==> src/rtl/seven_seg_scan_driver.sv <==
// Time-multiplexed 7-segment scan driver: hex encoding, per-digit blanking gap,
// frame-aligned double buffering and optional leading-zero suppression.
module seven_seg_scan_driver #(
    parameter int NUM_DIGITS     = 6,
    parameter int SCAN_DIV       = 100000,
    parameter int BLANK_CYCLES   = 8,
    parameter int SEG_ACTIVE_LOW = 0
) (
    input  logic                    clk,
    input  logic                    rst,
    input  logic [4*NUM_DIGITS-1:0] digits_in,
    input  logic [NUM_DIGITS-1:0]   dp_in,
    input  logic                    in_valid,
    input  logic                    lz_blank,
    output logic [7:0]              seg_out,
    output logic [NUM_DIGITS-1:0]   dig_sel,
    output logic                    frame_done,
    output logic                    pending
);
    localparam int MAX_PHASE = (SCAN_DIV > BLANK_CYCLES) ? SCAN_DIV : BLANK_CYCLES;
    localparam int CNT_W     = (MAX_PHASE > 1) ? $clog2(MAX_PHASE) : 1;
    localparam int IDX_W     = (NUM_DIGITS > 1) ? $clog2(NUM_DIGITS) : 1;
    localparam logic [CNT_W-1:0] DWELL_END = CNT_W'(SCAN_DIV - 1);
    localparam logic [CNT_W-1:0] GAP_END   = CNT_W'((BLANK_CYCLES > 0) ? BLANK_CYCLES - 1 : 0);
    localparam logic [IDX_W-1:0] IDX_END   = IDX_W'(NUM_DIGITS - 1);
    localparam logic             INV       = (SEG_ACTIVE_LOW != 0);

    typedef enum logic {DWELL, GAP} state_t;

    state_t                  state, state_nxt;
    logic [CNT_W-1:0]        cnt, cnt_nxt;
    logic [IDX_W-1:0]        idx, idx_nxt;
    logic                    phase_end, frame_end, last_q;
    logic [4*NUM_DIGITS-1:0] active_dig, buf_dig, act_dig_nxt;
    logic [NUM_DIGITS-1:0]   active_dp, buf_dp, act_dp_nxt;
    logic [NUM_DIGITS-1:0]   blank;
    logic [3:0]              cur_dig;
    logic [7:0]              seg_nxt;
    logic [NUM_DIGITS-1:0]   dig_nxt;

    function automatic logic [6:0] enc(input logic [3:0] v);
        case (v)
            4'h0: enc = 7'b1111110;
            4'h1: enc = 7'b0110000;
            4'h2: enc = 7'b1101101;
            4'h3: enc = 7'b1111001;
            4'h4: enc = 7'b0110011;
            4'h5: enc = 7'b1011011;
            4'h6: enc = 7'b1011111;
            4'h7: enc = 7'b1110000;
            4'h8: enc = 7'b1111111;
            4'h9: enc = 7'b1111011;
            4'hA: enc = 7'b1110111;
            4'hB: enc = 7'b0011111;
            4'hC: enc = 7'b1001110;
            4'hD: enc = 7'b0111101;
            4'hE: enc = 7'b1001111;
            default: enc = 7'b1000111;
        endcase
    endfunction

    // The state registers hold the phase shown in the cycle after the next edge,
    // so seg_out/dig_sel are loaded from the current state with no added lag.
    always_comb begin
        state_nxt = state;
        cnt_nxt   = cnt + 1'b1;
        idx_nxt   = idx;
        phase_end = 1'b0;
        case (state)
            DWELL: if (cnt == DWELL_END) begin
                phase_end = 1'b1;
                cnt_nxt   = '0;
                if (BLANK_CYCLES > 0) state_nxt = GAP;
                else                  idx_nxt   = (idx == IDX_END) ? '0 : idx + 1'b1;
            end
            GAP: if (cnt == GAP_END) begin
                phase_end = 1'b1;
                cnt_nxt   = '0;
                state_nxt = DWELL;
                idx_nxt   = (idx == IDX_END) ? '0 : idx + 1'b1;
            end
            default: state_nxt = DWELL;
        endcase
        frame_end = phase_end && (idx == IDX_END) && (state == GAP || BLANK_CYCLES == 0);
    end

    // Active contents for the phase being latched; last_q marks the boundary cycle.
    always_comb begin
        act_dig_nxt = active_dig;
        act_dp_nxt  = active_dp;
        if (last_q) begin
            if (in_valid) begin
                act_dig_nxt = digits_in;
                act_dp_nxt  = dp_in;
            end else if (pending) begin
                act_dig_nxt = buf_dig;
                act_dp_nxt  = buf_dp;
            end
        end
    end

    always_comb begin
        logic lead;
        lead  = lz_blank;
        blank = '0;
        for (int unsigned k = 0; k < NUM_DIGITS - 1; k++) begin
            lead = lead && (act_dig_nxt[4*(NUM_DIGITS-1-k) +: 4] == 4'h0) && !act_dp_nxt[NUM_DIGITS-1-k];
            blank[NUM_DIGITS-1-k] = lead;
        end
    end

    always_comb begin
        cur_dig = act_dig_nxt[{idx, 2'b00} +: 4];
        seg_nxt = '0;
        dig_nxt = '0;
        if (state == DWELL) begin
            dig_nxt = NUM_DIGITS'(1) << idx;
            if (!blank[idx]) seg_nxt = {enc(cur_dig), act_dp_nxt[idx]};
        end
    end

    always_ff @(posedge clk) begin
        if (rst) begin
            state      <= DWELL;
            cnt        <= '0;
            idx        <= '0;
            active_dig <= '0;
            active_dp  <= '0;
            buf_dig    <= '0;
            buf_dp     <= '0;
            pending    <= 1'b0;
            last_q     <= 1'b0;
            frame_done <= 1'b0;
            seg_out    <= {8{INV}};
            dig_sel    <= {NUM_DIGITS{INV}};
        end else begin
            state      <= state_nxt;
            cnt        <= cnt_nxt;
            idx        <= idx_nxt;
            active_dig <= act_dig_nxt;
            active_dp  <= act_dp_nxt;
            if (in_valid) begin
                buf_dig <= digits_in;
                buf_dp  <= dp_in;
            end
            if (last_q)        pending <= 1'b0;
            else if (in_valid) pending <= 1'b1;
            last_q     <= frame_end;
            frame_done <= last_q;
            seg_out    <= seg_nxt ^ {8{INV}};
            dig_sel    <= dig_nxt ^ {NUM_DIGITS{INV}};
        end
    end
endmodule

==> config.mk <==
export PLATFORM = sky130hd
export DESIGN_NAME = seven_seg_scan_driver
export DESIGN_NICKNAME = d
export VERILOG_FILES = /design/src/rtl/seven_seg_scan_driver.sv
export SDC_FILE = /design/constraint.sdc
export NUM_CORES = 1
export LEC_CHECK = 0
export BUFFER_PORTS_ARGS = -buffer_cell sky130_fd_sc_hd__buf_2
export CELL_PAD_IN_SITES_DETAIL_PLACEMENT = 2
export CELL_PAD_IN_SITES_GLOBAL_PLACEMENT = 2
export CORE_MARGIN = 8
export CORE_UTILIZATION = 33
export CTS_CLUSTER_DIAMETER = 150
export DETAILED_ROUTE_END_ITERATION = 7
export GPL_TIMING_DRIVEN = 0
export HOLD_SLACK_MARGIN = 0.1
export PLACE_DENSITY_LB_ADDON = 0.1
export SKIP_LAST_GASP = 1
export SLEW_MARGIN = 20
export SYNTH_ARGS = -nofsm -noshare
export SYNTH_HDL_FRONTEND = slang
export SYNTH_SLANG_ARGS = --single-unit
==> constraint.sdc <==
create_clock -name clk -period 2.7 [get_ports clk]
set_input_delay 0.405 -clock clk [delete_from_list [all_inputs] [get_ports clk]]
set_output_delay 0.405 -clock clk [all_outputs]
set_load 0.005 [all_outputs]
Yosys cells after proc, flatten, opt, wreduce, memory -nomap -nowiden
Memories as Yosys holds them, arrays and structs flattened. A register that Yosys moved wholly into a read port is not among the register bits.
Index checks and enable logic that the tools add are counted.
{ "totals": {"out_inout_bits": 16, "input_bits": 34, "wordCells": 70, "ff_bits": 98, "mem_count": 1, "romBits": 112} }
{ "memory_table": {"columns": ["name", "depth", "word_bits", "read_ports", "rd_clocked_by_memory_dff", "write_ports", "line", "rtl"], "rows": [
  ["(no name shown)", 16, 7, 1, 1, 0, "42", "case (v)"]
]} }
{ "classes": {"magnitude_cmp": 1, "n_addsub": 2, "eq_ne": 4, "reduce_logical": 26, "shift": 2, "mux": 21, "bitwise_logic": 1} }
{ "op_table": {"columns": ["op", "count"], "rows": [
  ["$mux W24", 3],
  ["$mux W17", 2],
  ["$pmux W17 S2", 1],
  ["$shiftx A24 B6 Y4", 1],
  ["$logic_not A4 Y1", 5],
  ["$mux W6", 3],
  ["$add A17 B1 Y17 const B", 1],
  ["$eq A17 B17 Y1 const B", 1],
  ["$eq A17 B3 Y1 const B", 1],
  ["$logic_and A1 B1 Y1", 12],
  ["$mux W3", 3],
  ["$bmux W1 S3", 2],
  ["$shl A1 B3 Y6 const A", 1],
  ["$logic_not A1 Y1", 5],
  ["$mux W1", 5],
  ["$lt A3 B4 Y1 const B", 1],
  ["$pmux W1 S2", 2],
  ["$reduce_or A2 Y1", 2],
  ["$add A3 B1 Y3 const B", 1],
  ["$eq A3 B3 Y1 const B", 1],
  ["$reduce_or A3 Y1", 1],
  ["$ne A2 B1 Y1 const B", 1],
  ["$reduce_and A2 Y1", 1],
  ["$not A1 Y1", 1]
]} }

Logic depth before layout (Yosys ltp)
{ "logic_depth": {"depth_word": 17, "depth_mapped": 13, "mapped_depth_nobuf": 11} }

Worst setup path before layout
Ideal clock, no wire load.
{ "synth_path": {"path_type": "register to register", "from": "register pending", "to": "register seg_out[4]", "required_ns": 2.573, "setup_time_ns": 0.127, "synth_period_minus_slack_ns": 2.597, "path_buffers": 2, "arrival_time_ns": 2.470, "path_stages_with_launch": 12, "path_slack_ns": 0.103, "cell_sequence": "dfxtp_1 -> buf_4 -> nand2_2 -> buf_4 -> o22ai_1 -> a21o_1 -> mux4_2 -> o32ai_1 -> inv_1 -> ha_1 -> mux2i_1 -> a211oi_2"} }
{ "synth_between": {"elab_chain_cells": 17, "elab_cells_between_ends": 30, "classes_between": "1 x shift; 8 x mux; 21 x reduce/logical"} }
{ "synth_lines": {"columns": ["item", "line", "rtl"], "rows": [
  ["start, declared", "18", "output logic pending"],
  ["start signal, assigned", "131", "pending <= 1'b0;"],
  ["start signal, assigned", "146", "if (last_q) pending <= 1'b0;"],
  ["start signal, assigned", "147", "else if (in_valid) pending <= 1'b1;"],
  ["$mux W24", "95", "end else if (pending) begin"],
  ["$mux W24", "92", "if (in_valid) begin"],
  ["$mux W24", "91", "if (last_q) begin"],
  ["$logic_not A4 Y1", "107", "lead = lead && (act_dig_nxt[4*(NUM_DIGITS-1-k) +: 4] == 4'h0) && !act_dp_nxt[NUM_DIGITS-1-k];"],
  ["$logic_and A1 B1 Y1 (10 in series)", "107", null],
  ["$bmux W1 S3", "118", "if (!blank[idx]) seg_nxt = {enc(cur_dig), act_dp_nxt[idx]};"],
  ["$mux W1 (not written as such)", "118", null],
  ["$reduce_or A3 Y1 (no source line)", null, null],
  ["end, declared", "15", "output logic [7:0] seg_out,"]
]} }
Parallel ways exist; a longest one is shown, timed or not. The select of a mux whose other input is x is not followed.
A chain may end at the register's enable or synchronous reset.

Worst setup path after layout
{ "layout_path": {"from": "register pending", "to": "register seg_out[7]"} }
The elaborated chain is that of the path after synthesis.

==> summary.md <==
| Metric | Value |
|---|---|
| CTS Root Cell | clkbuf_16 |
| Layout overhead on the synthesized area | 24.2% |
| Cell Int Power | 2.33 mW |
| # rows | between 40 and 50 |
| Tightest Pin Transition | 0.978 ns |
| Clock Skew | roughly 0.0065 ns |
| Power per standard cell area | between 500 and 600 nW/um^2 |
| Skew-Pair Late Insertion Delay | 0.35 ns |
| Placed Cells incl. Taps | around 740 |
| CTS tree | done |
| WS Path Type | flip-flop to flip-flop |
| Maximum operating frequency | 379 MHz |
| Leak | around 2.3 nW |
| Post-Synthesis Cell Area | 4580 sq um |
| Register area share after synthesis | ~43% |
| Routability cong. | ~0.75 |
| Final setup fails | 0 |
| N_diodes | 0 |
| Initial Utilization | 33.4% |
| Count of final hold-check violations | 0 |
| CP startpoint kind | flip-flop |
| Synth Warn # | 0 |
| Num CTS Buffers | 9 |
| Fin Setup TNS | 0 ns |
| Tot Pwr | slightly above 3 mW |
| Worst EP arrival | 2.87 ns |
| Pre-Repair DR Iteration Count | 4 |
| Die Span X | between 100 and 150 um |
| CP max FO | 9 |
| Initial antenna violation count | 0 |
| Max cap viols | 0 |
| Worst path required time | between 2 and 3 ns |
| Switching Share | 23.3% |
| Die area | between 15000 and 20000 sq um |
| Slew margin rel. | 34.8% |
| Total net switching power | between 700 and 800 uW |
| Global route overflow | 0 |
| Peak supply drop | 271 uV |
| Via count | 4215 |
| Minimum clock period | about 2.6 ns |
| Fraction of registers with async set/reset | 0% |
| Chip height | ~130 um |
| Met2 Routed Length | approximately 8600 um |
| Routed len/inst | ~22 um |
| Layout cells sized above 1 | a little under a quarter |
| Clock Sinks | just under 100 |
| Syn Inst Count | just over 500 |
| Met3 WL | 529 um |
| Pin count of the biggest net entering global routing | 15 |
| Highest metal used | met4 |
| Post-synth cell types | between 60 and 70 |
| Final WL | 16700 um |
| Post-Layout Cell Count | approximately 770 |
| Final Max Slew Viols | 0 |
| Clock-pin slew on the worst setup and hold paths | around 0.070 ns |
| Net count after synthesis | between 500 and 600 |
| Hold Crit Class | input pin to flip-flop |
| Status | finished clean |
| Core Box Area | around 14000 sq um |
| Final cycle utilization of the critical path | between 90 and 100% |
| Comb pwr share | between 7 and 8% |
| CP Capture Type | flip-flop |
| # hold bufs at CTS | 0 |
| Clock power share | between 40% and 50% |
| 1st-iter DRT viols | between 150 and 200 |
| Fill cell count | approximately 1.5k |
| Port buffer count | between 40 and 50 |
| Vias in the first global route | between 4k and 5k |
| Met1 wire length | 7340 um |
| Post-DRT Antenna Nets | 0 |
| # DRC | 0 |
| Vias per cell | 5.51 |
| # IOs | 50 |
| DP HPWL | around 12000 um |
| Total Routing Usage GR | 18.4% |
| Top_reg_cell synth | dfxtp_1 |
| Avg Cell Area, Syn | between 8 and 9 sq um |
| RSZ-0062 raised after global routing | true |
| Max Root-Sink Buffers | 2 |
| Flop pwr share | 49.4% |
| Seq cells post-synth | between 90 and 100 |
| Post-synth EDFFs | 0 |
| First-pass GRT wire length | 25600 um |
| Final nets | about 620 |
| H-tree levels | 3 |
-- power groups by stage --
stage	Combinational (mW)	Clock, mW	Sequential (mW)
global route	0.247	1.39	1.50
CTS	0.219	1.34	1.50
global placement	0.207	0	1.53
detailed placement	0.214	0	1.53
floorplan	0.122	0	1.53
finish	0.227	1.31	1.50
-- synthesized netlist by cell type, types with 8 or more instances --
| library cell | instances | area, sq um |
|---|---|---|
| dfxtp_1 | 98 | 1960 |
| nor2_1 | 95 | 357 |
| mux2i_1 | 35 | 350 |
| nand2_1 | 26 | 97.6 |
| o22ai_1 | 23 | 144 |
| clkbuf_1 | 14 | 52.6 |
| nor3_1 | 13 | 65.1 |
| a21oi_1 | 12 | 60.1 |
| xor2_1 | 12 | 105 |
| inv_1 | 11 | 41.3 |
| nand3_1 | 11 | 55.1 |
| and3_1 | 9 | 56.3 |
| nand2b_1 | 9 | 56.3 |
| o221ai_1 | 9 | 78.8 |
| buf_2 | 8 | 40.0 |
| ha_1 | 8 | 100 |
| nand4_1 | 8 | 50.1 |
-- final cells by class --
class	instances	area, sq um	share of cell area (%)
Clock buffer	11	253	4.44
Sequential cell	98	1970	34.6
Inverter	13	48.8	0.857
Buffer	34	260	4.57
Multi-Input combinational cell	365	2560	44.9
Clock inverter	3	40.0	0.703
Tap cell	180	225	3.96
Timing Repair Buffer	61	342	6.00
-- final timing paths --
kind	start	endpoint	slack, ns	depth (start not counted)
setup / recovery	pending	seg_out[7]	0.06	12
hold reg to reg	cnt[0]	cnt[0]	0.46	1
setup reg to reg	pending	seg_out[7]	0.06	12
hold / removal	digits_in[22]	buf_dig[22]	0.32	3
-- metal layers --
| layer | GRT usage [%] | vias to the layer above |
|---|---|---|
| li1 | - | 1981 |
| met5 | 0 | - |
| met2 | 31.6 | 61 |
| met1 | 22.1 | 2162 |
| met4 | 8.17 | 0 |
| met3 | 2.99 | 11 |
-- logic make-up after synthesis --
logic type	synth area share [%]
AND/OR/NAND/NOR	21.3
buffers and inverters	5.21
multiplexers	8.62
adder cells (fa/ha/maj)	2.18
flip-flops	42.8
XOR/XNOR	3.25
AO/OA/AOI/OAI	16.6
-- placed cells by master (no fill, tap or decap), types with 4 or more instances in the layout --
| cell type | synthesis | final |
|---|---|---|
| dfxtp_1 | 98 | 96 |
| buf_4 | 4 | 13 |
| nor2_1 | 95 | 94 |
| a221oi_2 | 2 | 7 |
| inv_1 | 11 | 8 |
| clkbuf_16 | 0 | 9 |
| inv_2 | 1 | 4 |
| nand4_1 | 8 | 8 |
| o21ai_0 | 6 | 5 |
| nand2_1 | 26 | 25 |
| xor2_1 | 12 | 12 |
| o32a_1 | 6 | 6 |
| and4_1 | 4 | 4 |
| nor3_1 | 13 | 12 |
| ha_1 | 8 | 4 |
| o221ai_1 | 9 | 7 |
| nand3_1 | 11 | 10 |
| xnor2_1 | 5 | 5 |
| nand2b_1 | 9 | 8 |
| and3_1 | 9 | 9 |
| o22ai_1 | 23 | 23 |
| mux2i_1 | 35 | 35 |
| a211oi_2 | 2 | 5 |
| clkbuf_1 | 14 | 12 |
| buf_6 | 5 | 8 |
| a21o_1 | 6 | 6 |
| o2bb2ai_1 | 4 | 4 |
| nor2b_1 | 5 | 5 |
| buf_2 | 8 | 52 |
| and2_1 | 4 | 4 |
| a21oi_1 | 12 | 11 |
-- worst max-delay path, cell delays in order (launching register included) --
cell	delay, ns
dfxtp_2	0.35
buf_8	0.15
or2_1	0.13
buf_6	0.14
o32a_1	0.17
o221ai_2	0.13
mux4_2	0.54
o32ai_4	0.18
buf_6	0.18
ha_4	0.14
inv_1	0.07
a221oi_2	0.27
nor2_1	0.06
-- flip-flops by register name (all words and copies together), names as in the netlist --
| register | count |
|---|---|
| active_dig | 24 |
| active_dp | 6 |
| buf_dig | 24 |
| buf_dp | 6 |
| cnt | 17 |
| dig_sel | 6 |
| frame_done | 1 |
| idx | 3 |
| last_q | 1 |
| pending | 1 |
| seg_out | 8 |
| state | 1 |
-- stage by stage --
step | cell area (sq um) | util (%) | hold slack, ns | setup slack [ns]
floorplan | 4580 | - | 0.418 | 0.103
global placement | 5050 | 36.8 | 0.429 | -0.690
detailed placement | 5050 | 36.8 | 0.452 | -0.791
CTS | 5460 | 39.8 | 0.300 | -0.0131
global route | 5690 | 41.5 | 0.311 | -0.0559
finish | 5690 | 41.5 | 0.317 | 0.0595
-- what timing repair did --
| action | in CTS | in global routing |
|---|---|---|
| pin swaps | 2 | 5 |
| buffers inserted | 4 | 9 |
| gates resized for setup | 21 | 41 |
| setup endpoints to repair | 7 | 7 |
| gates cloned | 0 | 0 |
| endpoints found under the hold margin | 0 | 0 |
(Power assumes the default switching activity.)
